===== src/rtl/uart_pkg.sv =====
// Shared constants for the 32-bit word serial link (receiver and transmitter).
package uart_pkg;

   // Ticks per bit; the receiver's sample counter is sized for exactly 16.
   localparam int OVERSAMPLE = 16;

   // 8N2 frame format.
   localparam logic START_BIT = 1'b0;
   localparam logic STOP_BIT  = 1'b1;
   localparam int   DATA_BITS = 8;
   localparam int   STOP_BITS = 2;

   // Receiver state encoding.
   localparam int         STATE_W = 3;
   localparam logic [2:0] IDLE    = 3'd0;
   localparam logic [2:0] START   = 3'd1;
   localparam logic [2:0] DATA    = 3'd2;
   localparam logic [2:0] STOP1   = 3'd3;
   localparam logic [2:0] STOP2   = 3'd4;

   // Clock cycles per oversample tick, rounded to nearest.
   function automatic int uart_divisor(input int clk_freq, input int baud);
      int den;
      den = baud * OVERSAMPLE;
      return (clk_freq + den / 2) / den;
   endfunction

endpackage


===== src/rtl/uart_word_receiver_if.sv =====
// Word-link receiver signal bundle: serial line in, assembled word and strobes out.
interface uart_word_receiver_if #(
   parameter int WORD_W = 32
);
   logic              RxD;
   logic [WORD_W-1:0] dataOut;
   logic              dataValid;
   logic              frameErr;
   logic              busy;

   // Line driver / word consumer side.
   modport master (
      output RxD,
      input  dataOut, dataValid, frameErr, busy
   );

   // Receiver side.
   modport slave (
      input  RxD,
      output dataOut, dataValid, frameErr, busy
   );
endinterface


===== src/rtl/uart_rx_tick_gen.sv =====
// Free-running oversample tick: one-clk pulse every DIVISOR clocks.
module uart_rx_tick_gen #(
   parameter int DIVISOR = 326
) (
   input  logic clk,
   input  logic rst_n,
   output logic tick
);
   localparam int CNT_W = (DIVISOR > 1) ? $clog2(DIVISOR) : 1;

   logic [CNT_W-1:0] r_cnt;

   assign tick = (r_cnt == CNT_W'(DIVISOR - 1));

   // Divider counter, wraps on every tick.
   always_ff @(posedge clk) begin
      // NOTE: sequential state uses non-blocking assignments so every flop
      // samples pre-edge values and simulation matches the synthesized flops.
      if (!rst_n)    r_cnt <= '0;
      else if (tick) r_cnt <= '0;
      else           r_cnt <= r_cnt + 1'b1;
   end
endmodule


===== src/rtl/uart_word_receiver.sv =====
// 8N2 serial receiver assembling BYTES_PER_WORD bytes (LSB first) into one word.
module uart_word_receiver
   import uart_pkg::*;
#(
   parameter int CLK_FREQ       = 50000000,
   parameter int BAUD           = 9600,
   parameter int OVERSAMPLE     = 16,
   parameter int BYTES_PER_WORD = 4,
   parameter int TIMEOUT_BITS   = 32
) (
   input logic                 clk,
   input logic                 rst_n,
   uart_word_receiver_if.slave bus
);
   localparam int DIVISOR  = uart_divisor(CLK_FREQ, BAUD);
   localparam int WORD_W   = 8 * BYTES_PER_WORD;
   localparam int K_W      = $clog2(BYTES_PER_WORD + 1);
   localparam int TO_TICKS = TIMEOUT_BITS * OVERSAMPLE;
   localparam int TO_W     = $clog2(TO_TICKS + 1);

   logic               w_tick;
   logic               r_rx_meta;
   logic               r_rxs;
   logic [STATE_W-1:0] r_state;
   logic [3:0]         r_sc;
   logic [2:0]         r_bit;
   logic [7:0]         r_shift;
   logic [WORD_W-1:0]  r_word;
   logic [WORD_W-1:0]  w_word_next;
   logic [WORD_W-1:0]  r_data_out;
   logic [K_W-1:0]     r_k;
   logic [TO_W-1:0]    r_to;
   logic               r_valid;
   logic               r_ferr;

   uart_rx_tick_gen #(.DIVISOR(DIVISOR)) u_tick_gen (
      .clk   (clk),
      .rst_n (rst_n),
      .tick  (w_tick)
   );

   // Two-flop synchronizer for the asynchronous line; idles high.
   always_ff @(posedge clk) begin
      if (!rst_n) begin
         r_rx_meta <= 1'b1;
         r_rxs     <= 1'b1;
      end else begin
         r_rx_meta <= bus.RxD;
         r_rxs     <= r_rx_meta;
      end
   end

   // Partial word with the just-received byte merged into slot k.
   always_comb begin
      // NOTE: assign a full default before the partial update, otherwise the
      // untouched bits would have to hold their value and infer a latch.
      w_word_next               = r_word;
      w_word_next[8*r_k +: 8]   = r_shift;
   end

   // Frame FSM, byte commit, word assembly and inter-byte timeout.
   always_ff @(posedge clk) begin
      if (!rst_n) begin
         r_state    <= IDLE;
         r_sc       <= '0;
         r_bit      <= '0;
         r_k        <= '0;
         r_to       <= '0;
         r_valid    <= 1'b0;
         r_ferr     <= 1'b0;
         // NOTE: data registers are reset as well so a word aborted by reset
         // can never leak into a later commit or onto dataOut.
         r_shift    <= '0;
         r_word     <= '0;
         r_data_out <= '0;
      end else begin
         r_valid <= 1'b0;
         r_ferr  <= 1'b0;

         // A partial word waiting in IDLE is dropped after TIMEOUT_BITS bit-times.
         if (r_state != IDLE || r_k == '0) begin
            r_to <= '0;
         end else if (w_tick) begin
            if (r_to == TO_W'(TO_TICKS - 1)) begin
               r_to <= '0;
               r_k  <= '0;
            end else begin
               r_to <= r_to + 1'b1;
            end
         end

         if (w_tick) begin
            case (r_state)
               IDLE: begin
                  if (r_rxs == START_BIT) begin
                     r_state <= START;
                     r_sc    <= '0;
                  end
               end
               START: begin
                  // Re-check the line at mid start bit to reject glitches.
                  if (r_sc == 4'd7) begin
                     r_sc <= '0;
                     if (r_rxs == START_BIT) begin
                        r_state <= DATA;
                        r_bit   <= '0;
                     end else begin
                        r_state <= IDLE;
                     end
                  end else begin
                     r_sc <= r_sc + 4'd1;
                  end
               end
               DATA: begin
                  r_sc <= r_sc + 4'd1;
                  if (r_sc == 4'd15) begin
                     r_shift[r_bit] <= r_rxs;
                     if (r_bit == 3'(DATA_BITS - 1)) r_state <= STOP1;
                     else                            r_bit   <= r_bit + 3'd1;
                  end
               end
               STOP1: begin
                  r_sc <= r_sc + 4'd1;
                  if (r_sc == 4'd15) begin
                     if (r_rxs != STOP_BIT) begin
                        r_ferr  <= 1'b1;
                        r_k     <= '0;
                        r_state <= IDLE;
                     end else begin
                        r_state <= STOP2;
                     end
                  end
               end
               STOP2: begin
                  r_sc <= r_sc + 4'd1;
                  if (r_sc == 4'd15) begin
                     // Leaving at mid stop2 leaves half a bit to catch a back-to-back start.
                     r_state <= IDLE;
                     if (r_rxs != STOP_BIT) begin
                        r_ferr <= 1'b1;
                        r_k    <= '0;
                     end else begin
                        r_word <= w_word_next;
                        if (r_k == K_W'(BYTES_PER_WORD - 1)) begin
                           r_data_out <= w_word_next;
                           r_valid    <= 1'b1;
                           r_k        <= '0;
                        end else begin
                           r_k <= r_k + 1'b1;
                        end
                     end
                  end
               end
               default: r_state <= IDLE;
            endcase
         end
      end
   end

   assign bus.dataOut   = r_data_out;
   assign bus.dataValid = r_valid;
   assign bus.frameErr  = r_ferr;
   assign bus.busy      = (r_state != IDLE);

endmodule


===== src/flat_wrapper.sv =====
// flat-port wrapper written by rule: the top's interface ports become plain ports
module uart_word_receiver_flat import uart_pkg::*;
#(
   parameter int CLK_FREQ       = 50000000,
   parameter int BAUD           = 9600,
   parameter int OVERSAMPLE     = 16,
   parameter int BYTES_PER_WORD = 4,
   parameter int TIMEOUT_BITS   = 32
)
  (clk, rst_n, bus_RxD, bus_dataOut, bus_dataValid, bus_frameErr, bus_busy);
  uart_word_receiver_if bus_i ();
  input logic clk;
  input logic rst_n;
  input wire logic [$bits(bus_i.RxD)-1:0] bus_RxD;
  output wire logic [$bits(bus_i.dataOut)-1:0] bus_dataOut;
  output wire logic [$bits(bus_i.dataValid)-1:0] bus_dataValid;
  output wire logic [$bits(bus_i.frameErr)-1:0] bus_frameErr;
  output wire logic [$bits(bus_i.busy)-1:0] bus_busy;
  assign bus_i.RxD = bus_RxD;
  assign bus_dataOut = bus_i.dataOut;
  assign bus_dataValid = bus_i.dataValid;
  assign bus_frameErr = bus_i.frameErr;
  assign bus_busy = bus_i.busy;
  uart_word_receiver #(.CLK_FREQ(CLK_FREQ), .BAUD(BAUD), .OVERSAMPLE(OVERSAMPLE), .BYTES_PER_WORD(BYTES_PER_WORD), .TIMEOUT_BITS(TIMEOUT_BITS)) u_core (.clk(clk), .rst_n(rst_n), .bus(bus_i));
endmodule

===== config.mk =====
export PLATFORM = sky130hd
export DESIGN_NAME = uart_word_receiver_flat
export DESIGN_NICKNAME = d
export VERILOG_FILES = /design/src/rtl/uart_pkg.sv /design/src/rtl/uart_word_receiver_if.sv /design/src/rtl/uart_rx_tick_gen.sv /design/src/rtl/uart_word_receiver.sv /design/src/flat_wrapper.sv
export SDC_FILE = /design/constraint.sdc
export NUM_CORES = 1
export LEC_CHECK = 0
export ABC_CLOCK_PERIOD_IN_PS = 3140
export BUFFER_PORTS_ARGS = -buffer_cell sky130_fd_sc_hd__clkbuf_2
export CORE_ASPECT_RATIO = 1.5
export CORE_MARGIN = 5
export CORE_UTILIZATION = 40
export DETAILED_ROUTE_END_ITERATION = 12
export GPL_TIMING_DRIVEN = 0
export PLACE_DENSITY = 0.65
export SLEW_MARGIN = 20
export SYNTH_ARGS = -nofsm -noshare
export SYNTH_HDL_FRONTEND = slang
export SYNTH_HIERARCHICAL = 1
export SYNTH_SLANG_ARGS = --single-unit

===== constraint.sdc =====
create_clock -name clk -period 3.14 [get_ports clk]
set_input_delay 0.314 -clock clk [delete_from_list [all_inputs] [get_ports clk]]
set_output_delay 0.314 -clock clk [all_outputs]
set_load 0.02 [all_outputs]

==> results.txt, run 1 <==
Nets = 565
min Tclk post-route = 2.57 ns
worst-case clock buffer depth = 2
drc violations = 0
post-DP HPWL = 8030 um
DRT antenna net count = 0
buffer and inverter count on the worst path = 1
top post-synthesis cells by area = dfxtp_1 45%, mux2i_1 16%, nor2_1 5.4%
RSZ-0062 raised after global routing = false
HP Class = in2reg
largest net degree at the start of global routing = 20
first-pass GRT wire length = 18700 um
Critical Path Most Common Cell = nor2_1
VDD IR-drop max = 0.255 mV
Vias = 3817
Hold Buf Count CTS = 0
Initial Util = 40.4%
reg2reg setup slack = 0.57 ns
FILL cells = 1167
Finished Layout Cells = 711
vias in the first global route = 3844
sequential area share after synthesis = 45.0%
average wire per standard cell = 15.5 um
die span in y = 144 um
maxcap violations = 0
initial antenna violation count = 0
Reg-to-Reg Start = u_core/u_tick_gen/r_cnt[0]
CP Cell Sequence = ha_1, nand4bb_1, nor2_1, and4_1, clkbuf_1, nand4_2, mux2i_1, nor2_1
CTS tree = yes
CP Class = reg2reg
Async SR Flop Fraction = 0%
Diodes inserted = 0
post-CTS setup buffers = 0
crit path max fanout = 8
GRT overflow = 0
placed cell count = 695
CTS root buffer = clkbuf_16
worst rel slew slack = 52.4%
Sink Count = 108
CP max-delay cell = nor2_1
Synth Warn # = 6
TritonRoute pass-1 iters = 4
pins over their slew limit = 0
Synth area leader = dfxtp_1
Num CTS Buffers = 9
worst slew pin tran = 0.709 ns
distinct cell type count after synthesis = 60
fmax = 389 MHz
syn nets = 517
final hold viol count = 0
Synth Register Bits = 108
final setup vio count = 0
worst hold slack = 0.148 ns
Hold EP = u_core/r_rx_meta
CP Launch Type = flip-flop
IO Count = 38
post-layout instance area = 5540 sq um
family with the most delay on the worst path = simple AND/OR/NAND/NOR gates
1st-iter DRT viols = 127
part of the cycle the worst path needs = 82.0%
Lkg Pwr = 2.23 nW
Crit path depth = 8
FF-to-FF End = u_core/r_word[5]
drt via density = 5.37
Synth Flop Type = dfxtp_1
worst-case reg-to-reg path depth = 8
Cell Area, Synth = 4810 sq um
CORE AREA = 11900 sq um
startpoint of the worst hold path = bus_RxD
CP peak stage delay = 0.41 ns
Clk pin slew, worst setup/hold paths = 0.07 ns
Syn Area/Cell = 9.52 sq um
Clock Latency Late Sink = 0.35 ns
Gate Count Post-Synth = 505
Post-CTS Resized = 0
Die ar. = 14400 sq um
CP Data Arrival Time = 2.79 ns
Synth-to-Final Area Change = 15.3%
number of core rows = 49
layout cells sized above 1 = 14.3%
H-tree depth = 3
Die W = 99.5 um
placed inst area = 5190 sq um
setup tns final = 0 ns
Setup crit end kind = flip-flop
I/O Buffers = 37
GRT Total Usage = 16.1%
DRT Wirelength = 11000 um
worst path required time = 3.36 ns
clk_skew = 0.0129 ns
GP Congestion = 0.854
EDFF count, synth = 0
hold path cells = 2
Overall Power = 2.73 mW
status = completed
area fraction of the dominant cell type after synthesis = 45.0%
power per standard cell area = 493 nW/um^2
-- worst max-delay path by stage --
| stage | start | endpoint | slack, ns |
|---|---|---|---|
| detailed placement | u_core/u_tick_gen/r_cnt[0] | u_core/r_word[5] | 0.56 |
| global route | u_core/u_tick_gen/r_cnt[0] | u_core/bus.dataOut[22] | 0.32 |
| floorplan | u_core/r_k[0] | u_core/r_word[23] | 1.04 |
| finish | u_core/u_tick_gen/r_cnt[0] | u_core/r_word[5] | 0.57 |
| global placement | u_core/u_tick_gen/r_cnt[0] | u_core/bus.dataOut[30] | 0.61 |
| CTS | u_core/u_tick_gen/r_cnt[0] | u_core/r_word[5] | 0.53 |
-- cell usage after synthesis (all sizes together) (2+ instances only) --
cell     number
a311oi        2
xor2          7
nand4        10
dfxtp       108
o211ai        3
nand2b        4
nor3b         4
or4b          3
nand3        14
buf          12
o21a          2
nand3b        3
nor2b         2
xnor2         4
mux2i        77
a211oi       16
nor2         70
nand4bb       3
clkbuf       23
a21oi        26
or2           2
o21ai        30
inv           7
o31ai         2
and4          3
and3          2
nor4          3
a31o          2
nor4b         2
or3          11
nor3          3
nand2        23
ha            9
-- routing by layer --
layer / global-route usage (%) / part of all wire [%] / up-vias
met5: 0 / 0 / -
met4: 5.04 / 1.5 / 0
met3: 3.52 / 3.0 / 9
met2: 30.2 / 54 / 50
met1: 18.0 / 41 / 1867
li1: - / - / 1891
-- power breakdown --
group	internal [mW]	switching, mW
clock	0.793	0.521
sequential	1.37	0.00541
combinational	0.0102	0.0299
total	2.18	0.557
-- registers in the layout, indices dropped and copies added, names as in the netlist, 3 cells and up --
signal	cells
u_core/r_word	32
u_core/r_sc	4
u_core/r_to	10
u_core/r_k	3
u_core/r_bit	3
u_core/r_shift	8
u_core/bus.dataOut	32
u_core/r_state	3
u_core/u_tick_gen/r_cnt	9
-- cells in the final DEF (no fill, tap or decap), types with 4 or more instances in the layout --
cell       count
clkbuf_2      38
xor2_1         7
a211oi_1      16
nand2b_1       4
mux2i_1       77
xnor2_1        4
nor2_1        69
nand4_1        8
nand3_1       12
o21ai_0       29
clkbuf_1      22
nand2_1       23
dfxtp_1      108
clkbuf_16      9
or3_1         11
inv_1          7
ha_1           9
buf_2          8
a21oi_1       25
-- area by class of cell --
cell class	instances	area, sq um	area share [%]
Tap cell	153	191	3.45
Multi-Input combinational cell	355	2470	44.6
Clock inverter	7	133	2.39
Timing Repair Buffer	37	185	3.34
Buffer	35	146	2.64
Clock buffer	9	225	4.06
Inverter	7	26.3	0.474
Sequential cell	108	2160	39.0
-- logic make-up (layout without fill, tap and decap cells) --
family          Yosys count  count (layout)  share of synthesized area (%)
compound gates           89              89                           11.4
simple gates            169             169                           19.6
mux                      77              77                           16.0
flops                   108             108                           45.0
buf+inv                  42              95                           3.59
fa+ha+maj                 9               9                           2.34
xor+xnor                 11              11                           2.00
-- stage by stage --
| step | setup WS (ns) | util (%) |
|---|---|---|
| after global placement | 0.614 | 43.6 |
| final | 0.566 | 46.6 |
| after floorplan | 1.04 | - |
| after detailed placement | 0.560 | 43.6 |
| after global routing | 0.325 | 46.6 |
| after CTS | 0.534 | 46.6 |
(Power assumes the default switching activity.)
==> inputs of run 2 (changes only) <==
--- a/config.mk
+++ b/config.mk
@@ -5,7 +5,7 @@
 export SDC_FILE = /design/constraint.sdc
 export NUM_CORES = 1
 export LEC_CHECK = 0
-export ABC_CLOCK_PERIOD_IN_PS = 3140
+export ABC_CLOCK_PERIOD_IN_PS = 2650
 export BUFFER_PORTS_ARGS = -buffer_cell sky130_fd_sc_hd__clkbuf_2
 export CORE_ASPECT_RATIO = 1.5
 export CORE_MARGIN = 5
==> constraint.sdc (replaced) <==
create_clock -name clk -period 2.65 [get_ports clk]
set_input_delay 0.265 -clock clk [delete_from_list [all_inputs] [get_ports clk]]
set_output_delay 0.265 -clock clk [all_outputs]
set_load 0.02 [all_outputs]
==> run 2 against run 1 <==
Compared with the run above:
- sequential power rose by 18%
- clock-buffer cell count stayed put
- sequential share of layout area fell by 0.097 points
- sequential cell count unchanged
- non-clock buffer count did not move
- core utilization grew 0.12 points
- worst hold slack worse by 0.047 ns
- power is 18% higher
- wire length fell by 0.16%
- via count rose by 0.31%
- combinational power up 18%
- design area grew 0.25%
==> results.txt, run 2 (same netlist as run 1, synthesis figures left out) <==
CP Launch Type = flip-flop
I/O Buffers = 37
IO Count = 38
CP max-delay cell = nor4_4
pins over their slew limit = 0
Clock Latency Late Sink = 0.35 ns
Hold Buf Count CTS = 0
DRT antenna net count = 0
Initial Util = 40.4%
Critical Path Most Common Cell = ha_1
commonest non-fill, non-tap cell in the layout = dfxtp_1
CTS root buffer = clkbuf_16
largest net degree at the start of global routing = 20
worst rel slew slack = 52.1%
Overall Power = 3.24 mW
CORE AREA = 11900 sq um
Diodes inserted = 0
die span in y = 144 um
DRT met1 WL = 4570 um
CP Cell Sequence = inv_1, ha_1, ha_1, nand3b_1, nor4_4, mux2i_1, nor2_1
worst hold slack = 0.101 ns
CTS tree = yes
GRT overflow = 0
Lkg Pwr = 2.24 nW
CP Data Arrival Time = 2.68 ns
worst path required time = 2.87 ns
layout cells sized above 1 = 15.2%
met3 wirelength from detailed routing = 309 um
maxcap violations = 0
Vias = 3829
first-pass GRT wire length = 18700 um
min Tclk post-route = 2.47 ns
Num CTS Buffers = 9
final core occ = 46.7%
DRT Wirelength = 11000 um
HP Class = in2reg
most frequent cells in the layout = 108 x dfxtp_1, 77 x mux2i_1, 68 x nor2_1
Sink Count = 108
Die ar. = 14400 sq um
clk_skew = 0.0112 ns
vias in the first global route = 3844
average wire per standard cell = 15.4 um
RSZ-0062 raised after global routing = false
1st-iter DRT viols = 135
GRT Total Usage = 16.1%
Setup crit end kind = flip-flop
Final WS setup = 0.184 ns
drc violations = 0
crit path max fanout = 8
drt via density = 5.39
Post-CTS Resized = 0
setup tns final = 0 ns
number of core rows = 49
worst slew pin tran = 0.713 ns
Nets = 565
H-tree depth = 3
post-CTS setup buffers = 0
worst-case clock buffer depth = 2
Clk pin slew, worst setup/hold paths = 0.07 ns
GP Congestion = 0.854
Synth-to-Final Area Change = 15.6%
wire length on met2 = 5940 um
power per standard cell area = 582 nW/um^2
fmax = 406 MHz
CP Class = reg2reg
post-DP HPWL = 8030 um
final setup vio count = 0
final hold viol count = 0
CP peak stage delay = 0.71 ns
Die W = 99.5 um
initial antenna violation count = 0
TritonRoute pass-1 iters = 4
part of the cycle the worst path needs = 93.0%
status = completed
top sig layer = met4
VDD IR-drop max = 0.300 mV
worst slack, placed = 0.0700 ns
## run 2: changes by cell type in the layout (fill, tap and decap cells not counted)
| cell | delta |
|---|---|
| clkbuf_1 | -2 |
| clkbuf_2 | +2 |
| nand2_1 | -1 |
| nand2_2 | +1 |
| nor2_1 | -1 |
| nor2_2 | +1 |
| nor4b_1 | -1 |
| nor4b_2 | +1 |
## run 2: stage by stage
stage                     instance area [sq um]  cells
after floorplan                            4810    505
after global placement                     5190    695
after detailed placement                   5190    695
after CTS                                  5540    711
after global routing                       5560    711
final                                      5560    711
## run 2: path summary, 6_finish.rpt
| check | from | endpoint | slack (ns) | cells after the start |
|---|---|---|---|---|
| worst max-delay path | u_core/r_k[0] | u_core/r_word[17] | 0.18 | 7 |
| worst min-delay path | bus_RxD | u_core/r_rx_meta | 0.10 | 2 |
| worst max register to register | u_core/r_k[0] | u_core/r_word[17] | 0.18 | 7 |
| worst min register to register | u_core/r_rx_meta | u_core/r_rxs | 0.41 | 1 |
## run 2: final cells by class
| class | count | area [sq um] |
|---|---|---|
| clock inverters | 7 | 133 |
| clock buffers | 9 | 225 |
| repair buffers | 37 | 185 |
| fillers | 1162 | 6340 |
| flip-flops and latches | 108 | 2160 |
| inverters | 7 | 26.3 |
| well taps | 153 | 191 |
| plain buffers | 35 | 149 |
| multi-input cells | 355 | 2490 |
## run 2: power breakdown
part | switching (mW) | internal [mW] | total (mW)
registers | 0.00648 | 1.63 | 1.63
clock network | 0.615 | 0.940 | 1.55
logic | 0.0353 | 0.0121 | 0.0475
total | 0.656 | 2.58 | 3.23
## run 2: critical path: cells and delay by family (launching register included)
| kind | cells | cell delay, ns |
|---|---|---|
| and+or+nand+nor | 3 | 0.93 |
| adders and majority gates | 2 | 0.55 |
| buffers and inverters | 1 | 0.09 |
| DFF | 1 | 0.48 |
| muxes | 1 | 0.28 |
## run 2: layer usage
| layer | vias to the layer above | global-route usage (%) |
|---|---|---|
| met5 | - | 0 |
| met4 | 0 | 5.04 |
| met3 | 9 | 3.52 |
| met2 | 46 | 30.2 |
| met1 | 1880 | 18.0 |
| li1 | 1894 | - |
